===== src/rtl/jt49_env_pkg.sv =====
// Shared JT49 definitions for the envelope generator: shape bit indices,
// envelope limits and the packed debug view of the shape state machine.
package jt49_env_pkg;

  // Bit positions inside the 4-bit shape register {CONT, ATT, ALT, HOLD}.
  localparam int SH_CONT = 3;
  localparam int SH_ATT  = 2;
  localparam int SH_ALT  = 1;
  localparam int SH_HOLD = 0;

  // Last step of a 32-step ramp.
  localparam logic [4:0] STEP_LAST = 5'd31;

  // Observable shape-machine state.
  typedef struct packed {
    logic [4:0] step;  // position inside the current ramp
    logic       inv;   // 1 = rising ramp
    logic       stop;  // ramp frozen, steps ignored
    logic       zero;  // output forced to 0
  } env_state_t;

  // Level decode: forced zero, rising ramp, or falling (inverted) ramp.
  function automatic logic [4:0] env_decode(input env_state_t st);
    if (st.zero) return 5'd0;
    return st.inv ? st.step : ~st.step;
  endfunction

endpackage


===== src/rtl/jt49_env_if.sv =====
// Control and level bundle between the PSG register file / amplitude mux
// and the envelope generator.
//
// Handshake: there is no valid/ready pair. cen and restart are single-cycle
// strobes, sampled on the rising clk edge where they are high; period and
// shape are level inputs sampled live. env, env4, step_tick and the debug
// fields are registered (or decoded from registers) and always valid.
interface jt49_env_if #(
  parameter int PERW = 16
);
  import jt49_env_pkg::*;

  logic            cen;
  logic [PERW-1:0] period;
  logic [3:0]      shape;
  logic            restart;
  logic [4:0]      env;
  logic [3:0]      env4;
  logic            step_tick;
  env_state_t      dbg_state;
  logic [PERW-1:0] dbg_pcnt;

  modport master (
    output cen, period, shape, restart,
    input  env, env4, step_tick, dbg_state, dbg_pcnt
  );

  modport slave (
    input  cen, period, shape, restart,
    output env, env4, step_tick, dbg_state, dbg_pcnt
  );

endinterface


===== src/rtl/jt49_env_div.sv =====
// Envelope period divider: counts cen pulses and raises a one-cycle step
// when the count reaches the programmed period (0 behaves as 1).
module jt49_env_div #(
  parameter int PERW = 16
) (
  input  logic            clk,
  input  logic            rst_n,
  input  logic            cen,
  input  logic            restart,
  input  logic [PERW-1:0] period,
  output logic            step,
  output logic [PERW-1:0] pcnt
);

  logic [PERW-1:0] pmax;
  logic [PERW:0]   pcnt_inc;
  logic            hit;

  // Compare against the live period, so a new value applies at the next cen;
  // >= lets a period smaller than the running count expire at once.
  always_comb begin
    pmax     = (period == '0) ? {{(PERW-1){1'b0}}, 1'b1} : period;
    pcnt_inc = {1'b0, pcnt} + {{PERW{1'b0}}, 1'b1};
    hit      = (pcnt_inc >= {1'b0, pmax});
    step     = cen & ~restart & hit;
  end

  // Period counter; restart wins over a coincident cen.
  always_ff @(posedge clk or negedge rst_n) begin
    if (!rst_n) begin
      pcnt <= '0;
    end else if (restart) begin
      pcnt <= '0;
    end else if (cen) begin
      pcnt <= hit ? '0 : pcnt_inc[PERW-1:0];
    end
  end

endmodule


===== src/rtl/jt49_env.sv =====
// JT49 envelope generator: divides cen256 by the envelope period and walks
// a 5-bit level through the 16 AY/YM envelope shapes.
module jt49_env
  import jt49_env_pkg::*;
#(
  parameter int PERW = 16
) (
  input  logic       clk,
  input  logic       rst_n,
  jt49_env_if.slave  bus
);

  logic       div_step;
  env_state_t st;
  logic       step_tick;

  jt49_env_div #(.PERW(PERW)) u_div (
    .clk     (clk),
    .rst_n   (rst_n),
    .cen     (bus.cen),
    .restart (bus.restart),
    .period  (bus.period),
    .step    (div_step),
    .pcnt    (bus.dbg_pcnt)
  );

  // Shape machine. Shape bits are read live at each wrap; only the initial
  // direction (inv) is captured at restart. Reset leaves the output parked
  // at 0 until the CPU writes a shape.
  always_ff @(posedge clk or negedge rst_n) begin
    if (!rst_n) begin
      st        <= '{step: 5'd0, inv: 1'b0, stop: 1'b1, zero: 1'b1};
      step_tick <= 1'b0;
    end else begin
      step_tick <= div_step;
      if (bus.restart) begin
        st <= '{step: 5'd0, inv: bus.shape[SH_ATT], stop: 1'b0, zero: 1'b0};
      end else if (div_step && !st.stop) begin
        if (st.step != STEP_LAST) begin
          st.step <= st.step + 5'd1;
        end else if (!bus.shape[SH_CONT]) begin
          st.stop <= 1'b1;
          st.zero <= 1'b1;
        end else if (bus.shape[SH_HOLD]) begin
          st.stop <= 1'b1;
          if (bus.shape[SH_ALT]) st.inv <= ~st.inv;
        end else begin
          st.step <= 5'd0;
          if (bus.shape[SH_ALT]) st.inv <= ~st.inv;
        end
      end
    end
  end

  // Output decode straight from the registers.
  always_comb begin
    bus.env       = env_decode(st);
    bus.env4      = bus.env[4:1];
    bus.step_tick = step_tick;
    bus.dbg_state = st;
  end

endmodule


===== src/flat_wrapper.sv =====
// flat-port wrapper written by rule: the top's interface ports become plain ports
module jt49_env_flat import jt49_env_pkg::*;
#(
  parameter int PERW = 16
)
  (clk, rst_n, bus_cen, bus_period, bus_shape, bus_restart, bus_env, bus_env4, bus_step_tick, bus_dbg_state, bus_dbg_pcnt);
  jt49_env_if #(.PERW(PERW)) bus_i ();
  input  logic clk;
  input  logic rst_n;
  input wire logic [$bits(bus_i.cen)-1:0] bus_cen;
  input wire logic [$bits(bus_i.period)-1:0] bus_period;
  input wire logic [$bits(bus_i.shape)-1:0] bus_shape;
  input wire logic [$bits(bus_i.restart)-1:0] bus_restart;
  output wire logic [$bits(bus_i.env)-1:0] bus_env;
  output wire logic [$bits(bus_i.env4)-1:0] bus_env4;
  output wire logic [$bits(bus_i.step_tick)-1:0] bus_step_tick;
  output wire logic [$bits(bus_i.dbg_state)-1:0] bus_dbg_state;
  output wire logic [$bits(bus_i.dbg_pcnt)-1:0] bus_dbg_pcnt;
  assign bus_i.cen = bus_cen;
  assign bus_i.period = bus_period;
  assign bus_i.shape = bus_shape;
  assign bus_i.restart = bus_restart;
  assign bus_env = bus_i.env;
  assign bus_env4 = bus_i.env4;
  assign bus_step_tick = bus_i.step_tick;
  assign bus_dbg_state = bus_i.dbg_state;
  assign bus_dbg_pcnt = bus_i.dbg_pcnt;
  jt49_env #(.PERW(PERW)) u_core (.clk(clk), .rst_n(rst_n), .bus(bus_i));
endmodule

===== config.mk =====
export PLATFORM = sky130hd
export DESIGN_NAME = jt49_env_flat
export DESIGN_NICKNAME = d
export VERILOG_FILES = /design/src/rtl/jt49_env_pkg.sv /design/src/rtl/jt49_env_if.sv /design/src/rtl/jt49_env_div.sv /design/src/rtl/jt49_env.sv /design/src/flat_wrapper.sv
export SDC_FILE = /design/constraint.sdc
export NUM_CORES = 1
export LEC_CHECK = 0
export ABC_CLOCK_PERIOD_IN_PS = 5300
export CORE_MARGIN = 8
export CORE_UTILIZATION = 50
export DETAILED_ROUTE_END_ITERATION = 7
export GPL_TIMING_DRIVEN = 0
export PLACE_DENSITY = 0.84
export SLEW_MARGIN = 25
export SYNTH_ARGS = -nofsm -noshare
export SYNTH_HDL_FRONTEND = slang
export SYNTH_SLANG_ARGS = --single-unit

===== constraint.sdc =====
create_clock -name clk -period 5.3 [get_ports clk]
set_input_delay 1.06 -clock clk [delete_from_list [all_inputs] [get_ports clk]]
set_output_delay 1.06 -clock clk [all_outputs]
set_load 0.02 [all_outputs]

# After elaboration in Yosys (flattened, before gate mapping)
# Cells that the tools add are included.
# word_totals
ff_bits	25
latchBits	0
mem_bits_rw	0
romBits	0
in_bits	24
out_inout_bits	34
mem_count	0
# op_classes
add_sub_neg	2
mul	0
n_div	0
n_lt_le_gt_ge	1
eq_ne	5
n_shift	0
muxes	18
n_bitwise	5
n_reduce_logical	12
# ops
cell	n
$mux 16	4
$mux 5	5
$add 16x1->17 const B	1
$ge 17x16->1	1
$logic_not 16->1	1
$mux 8	2
$reduce_and 3->1	3
$reduce_bool 2->1	4
$mux 6	1
$add 5x1->5 const B	1
$mux 1	5
$ne 5x5->1 const B	1
$not 5->5	1
$reduce_and 4->1	1
$mux 3	1
$ne 3x1->1 const B	1
$ne 3x2->1 const B	1
$reduce_bool 3->1	1
$and 1x1->1	2
$ne 2x1->1 const B	1
$ne 2x2->1 const B	1
$not 1->1	2
$logic_and 1x1->1	1
$logic_not 1->1	1

# Logic depth before layout (Yosys ltp)
# logic_depth
depth_word	7
depth_mapped	13

# Modules after synthesis
# From an unflattened synthesis, not the netlist that was laid out.
# unflattened
cells_unflattened	202
area_unflattened_um2	1870.5
# modules_own_cells
module	instances	cells_each	area_per_inst_um2	seq_area_each_um2
jt49_env_div	1	144	1307.5	400.4
jt49_env	1	58	563.0	227.7

# Least setup slack after synthesis
# OpenSTA, ideal clock, no wires.
# synth_path
kind	register to register
startpoint	register u_core.u_div.pcnt[2]
endpoint	register u_core.st (netlist bit u_core.bus.dbg_state[3])
setup_time_ns	0.078
t_arrival_ns	3.368
setup_slack_ns	1.854
stages_incl_launch_ff	14
synth_period_minus_slack_ns	3.446
cell_sequence	dfrtp_1 nand3_4 or4_1 nor2_1 nand3_1 xnor2_1 ha_1 nand3_1 nor4_1 a221oi_1 o211a_1 buf_6 or4_1 a21oi_1
# synth_via
elab_chain_len	6
# synth_lines
element	line	text
from (decl)	jt49_env_div.sv:12	output logic [PERW-1:0] pcnt
from (signal assigned)	jt49_env_div.sv:35	pcnt <= hit ? '0 : pcnt_inc[PERW-1:0];
$add 16x1->17	jt49_env_div.sv:23	pcnt_inc = {1'b0, pcnt} + {{PERW{1'b0}}, 1'b1};
$ge 17x16->1	jt49_env_div.sv:24	hit = (pcnt_inc >= {1'b0, pmax});
$and 1x1->1	jt49_env_div.sv:25	step = cen & ~restart & hit;
$logic_and 1x1->1	jt49_env.sv:38	end else if (div_step && !st.stop) begin
$reduce_bool 2->1 (no source line)	--	
$reduce_and 3->1 (no source line)	--	
to (signal assigned)	jt49_env.sv:32	st <= '{step: 5'd0, inv: 1'b0, stop: 1'b1, zero: 1'b1};
to (signal assigned)	jt49_env.sv:37	st <= '{step: 5'd0, inv: bus.shape[SH_ATT], stop: 1'b0, zero: 1'b0};
to (decl)	jt49_env.sv:14	env_state_t st;
# No other way between the ends.
# A chain may end at the register's enable or synchronous reset.

# Worst setup path after layout
# layout_path
startpoint	register u_core.u_div.pcnt[0]
endpoint	register u_core.st (netlist bit u_core.bus.dbg_state[3])
# Same word-level chain as after synthesis.

==> metrics.md <==
| Metric | Value |
|---|---|
| Iteration count of the initial detailed-routing pass | `4` |
| DRC Markers | `0` |
| Pin count of the biggest net entering global routing | `26` |
| Post-layout power | `roughly 410 µW` |
| Synthesis-to-layout area growth | `34.5%` |
| Global router's overall resource usage | `0.161` |
| Summed negative setup slack over all endpoints | `0 ns` |
| Mean Syn Cell Area | `between 9 and 10 µm²` |
| Hold Worst Slack | `0.580 ns` |
| Number of H-tree levels | `1` |
| Number of nets produced by synthesis | `249` |
| # Post-CTS Setup Buffers | `0` |
| Synth Instances | `between 200 and 250` |
| Area inside the core boundary | `0.00366 mm²` |
| Cell Pwr Density | `161 mW/mm²` |
| Final worst-path cycle share | `0.699` |
| Congestion Overflow GR | `0` |
| Category of the worst setup path capture point | `flip-flop` |
| Critical Path AT | `3.88 ns` |
| Area share of the largest cell type after synthesis | `0.300` |
| Most numerous cell types in the synthesized netlist | `dfrtp_1 (23), ha_1 (19), inv_1 (19)` |
| Maximum resistive drop on vdd | `161 µV` |
| Required time of the critical path | `5.48 ns` |
| Kind of launch point of the worst setup path | `flip-flop` |
| Number of antenna repair diodes | `0` |
| Initial Util | `0.524` |
| Outcome | `complete, no violations` |
| IO Port Bufs | `56` |
| Critical path type | `flip-flop to flip-flop` |
| Number of slew-limit violations in the final report | `0` |
| Final hold violations | `0` |
| Vertical die dimension | `77.9 µm` |
| Number of buffers inserted for hold repair after clock tree synthesis | `0` |
| Pleak | `0.00116 µW` |
| Insertion delay to the later sink of the worst-skew pair | `0.27 ns` |
| Count of pins on the block boundary | `58` |
| DRT Wirelength | `4940 µm` |
| Number of filler cells placed in the layout | `304` |
| Number of buffers created by CTS | `3` |
| Detail Placement HPWL | `between 4000 and 5000 µm` |
| Number of clock sinks | `25` |
| Clock root cell | `clkbuf_8` |
| Kind of path behind the tightest hold check | `flip-flop to flip-flop` |
| Register clock-pin slew on the reported worst setup and hold paths | `approximately 0.090 ns` |
| Total setup violations reported at the end of the flow | `0` |
| Layout cell share with drive strength beyond 1 | `0.0639` |
| Yosys reg bits | `25` |
| Maximum Capacitance Violations | `0` |
| Violation count after the first detailed-routing iteration | `113` |
| Slew at the pin closest to its max-slew limit | `0.757 ns` |
| Async S/R FF share, synth | `1.00` |
| Multi-input gate area in the final layout | `0.00116 mm²` |
| Post-synthesis cell type with the largest combined area | `dfrtp_1` |
| Routed WL per cell | `15.7 µm` |
| Total vias in the final route | `between 1500 and 2000` |
| Site row count | `22` |
| Top cells by area in the synthesized netlist | `dfrtp_1 (30%), ha_1 (12%), a32o_1 (7.3%)` |
| Vias in the first global route | `1784` |
| Antenna violations before repair | `0` |
| Gp weighted congestion | `~0.9` |
| Layout Utilization | `0.704` |
| Cell area after synthesis | `0.00192 mm²` |
| Most frequently used flop master after synthesis | `dfrtp_1` |
| Die width | `77.9 µm` |
| CTS tree | `built` |
| Fmax | `270 MHz` |
| Nets | `310` |
| Remaining number of nets flagged by the antenna check after routing | `0` |
| Worst slew margin | `0.482` |
| Setup repair after global routing missed its margin | `no` |
| Global-route wire length before repair | `8150 µm` |
| Number of buffers between clock root and the deepest sink | `2` |
| Post-DR vias/cell | `5.68` |
| Number of warnings issued by yosys | `0` |
| Unique cell type count in the Yosys netlist | `between 40 and 50` |
| Leading cell type by number of instances after synthesis | `dfrtp_1` |
| FF+latch area | `628 µm²` |
| Number of enable-type register cells in the synthesized netlist | `0` |
| Max Fanout on Critical Path | `10` |
| Worst-case clock skew | `between 0.007 and 0.008 ns` |
| Shortest period the worst path allows | `3.70 ns` |
| Die area | `0.00607 mm²` |
| Post-cts gate resize count | `0` |
| Sequential area share after synthesis | `0.328` |
-- final cells by class --
cell class,instances,area share
Clock inverter,1,0.00194
Inverter,19,0.0277
Multi-Input combinational cell,152,0.448
Sequential cell,25,0.244
Buffer,10,0.0238
Clock buffer,3,0.0160
Timing Repair Buffer,56,0.215
Tap cell,48,0.0233
-- metrics by stage --
stage	cells	area [µm²]	setup WS [ns]
final	314	2580	1.60
after global routing	314	2580	1.32
after CTS	314	2580	1.61
after detailed placement	310	2530	1.49
after global placement	310	2540	1.56
after floorplan	206	1920	1.85
-- power breakdown --
part	switching (µW)	internal [µW]
Combinational	51.4	50.2
Sequential	5.27	194
Clock	61.7	52.6
-- kinds of logic after synthesis --
group                      Yosys count  share of synthesized area
and+or+nand+nor                     68                      0.196
DFF                                 25                      0.328
xor gates and xnor gates            19                     0.0868
muxes                                2                     0.0104
adders and majority gates           19                      0.124
buffers and inverters               29                     0.0692
AOI/OAI and AO/OA                   44                      0.186
-- path summary, 6_finish.rpt --
| kind | start | endpoint | slack (ns) | depth (start not counted) |
|---|---|---|---|---|
| min in group asynchronous | rst_n | u_core.u_div.pcnt[5]$_DFFE_PN0P_ | 0.76 | 1 |
| max in group asynchronous | rst_n | u_core.bus.dbg_state[0]$_DFFE_PN1P_ | 4.16 | 1 |
| min | u_core.u_div.pcnt[15]$_DFFE_PN0P_ | u_core.u_div.pcnt[15]$_DFFE_PN0P_ | 0.58 | 1 |
| max | u_core.u_div.pcnt[0]$_DFFE_PN0P_ | u_core.bus.dbg_state[3]$_DFFE_PN0P_ | 1.60 | 13 |
| min reg2reg | u_core.u_div.pcnt[15]$_DFFE_PN0P_ | u_core.u_div.pcnt[15]$_DFFE_PN0P_ | 0.58 | 1 |
| max reg2reg | u_core.u_div.pcnt[0]$_DFFE_PN0P_ | u_core.bus.dbg_state[3]$_DFFE_PN0P_ | 1.60 | 13 |
-- worst max-delay path: stages, from the launching register on --
cell and delay, ns:
dfrtp_1 0.50, nand2_1 0.12, or4_1 0.59, nor2_1 0.24, nand3_1 0.13, xnor2_1 0.17, ha_1 0.30, nand3_1 0.13
nor4_1 0.30, a221oi_1 0.15, o211a_1 0.19, buf_6 0.15, or4_1 0.47, a21oi_1 0.19
-- routing by layer --
| layer | up-vias | wire length, µm | global-route usage |
|---|---|---|---|
| met5 | - | 0 | 0 |
| met4 | 0 | 53 | 0.0630 |
| met3 | 4 | 272 | 0.0288 |
| met2 | 38 | 2460 | 0.276 |
| met1 | 857 | 2150 | 0.194 |
| li1 | 883 | - | - |
-- registers in the layout (all words and copies together), names as in the netlist --
register	cells
u_core.u_div.pcnt	16
u_core.bus.step_tick	1
u_core.bus.dbg_state	8
-- placed cells by master (no fill, tap or decap), types with 4 or more instances in the layout --
cell             instances
a21oi_1                  5
a31oi_1                  4
a32o_1                  14
and3_1                   4
buf_4                    4
clkbuf_1                 4
clkdlybuf4s50_1         55
dfrtp_1                 23
ha_1                    19
inv_1                   19
nand2_1                 12
nand3_1                 12
nand4_1                  4
nor2_1                  14
nor3_1                   5
nor4_1                   4
o21ai_0                  4
xnor2_1                  9
xor2_1                  10
Power figures use the tool's default switching activity.
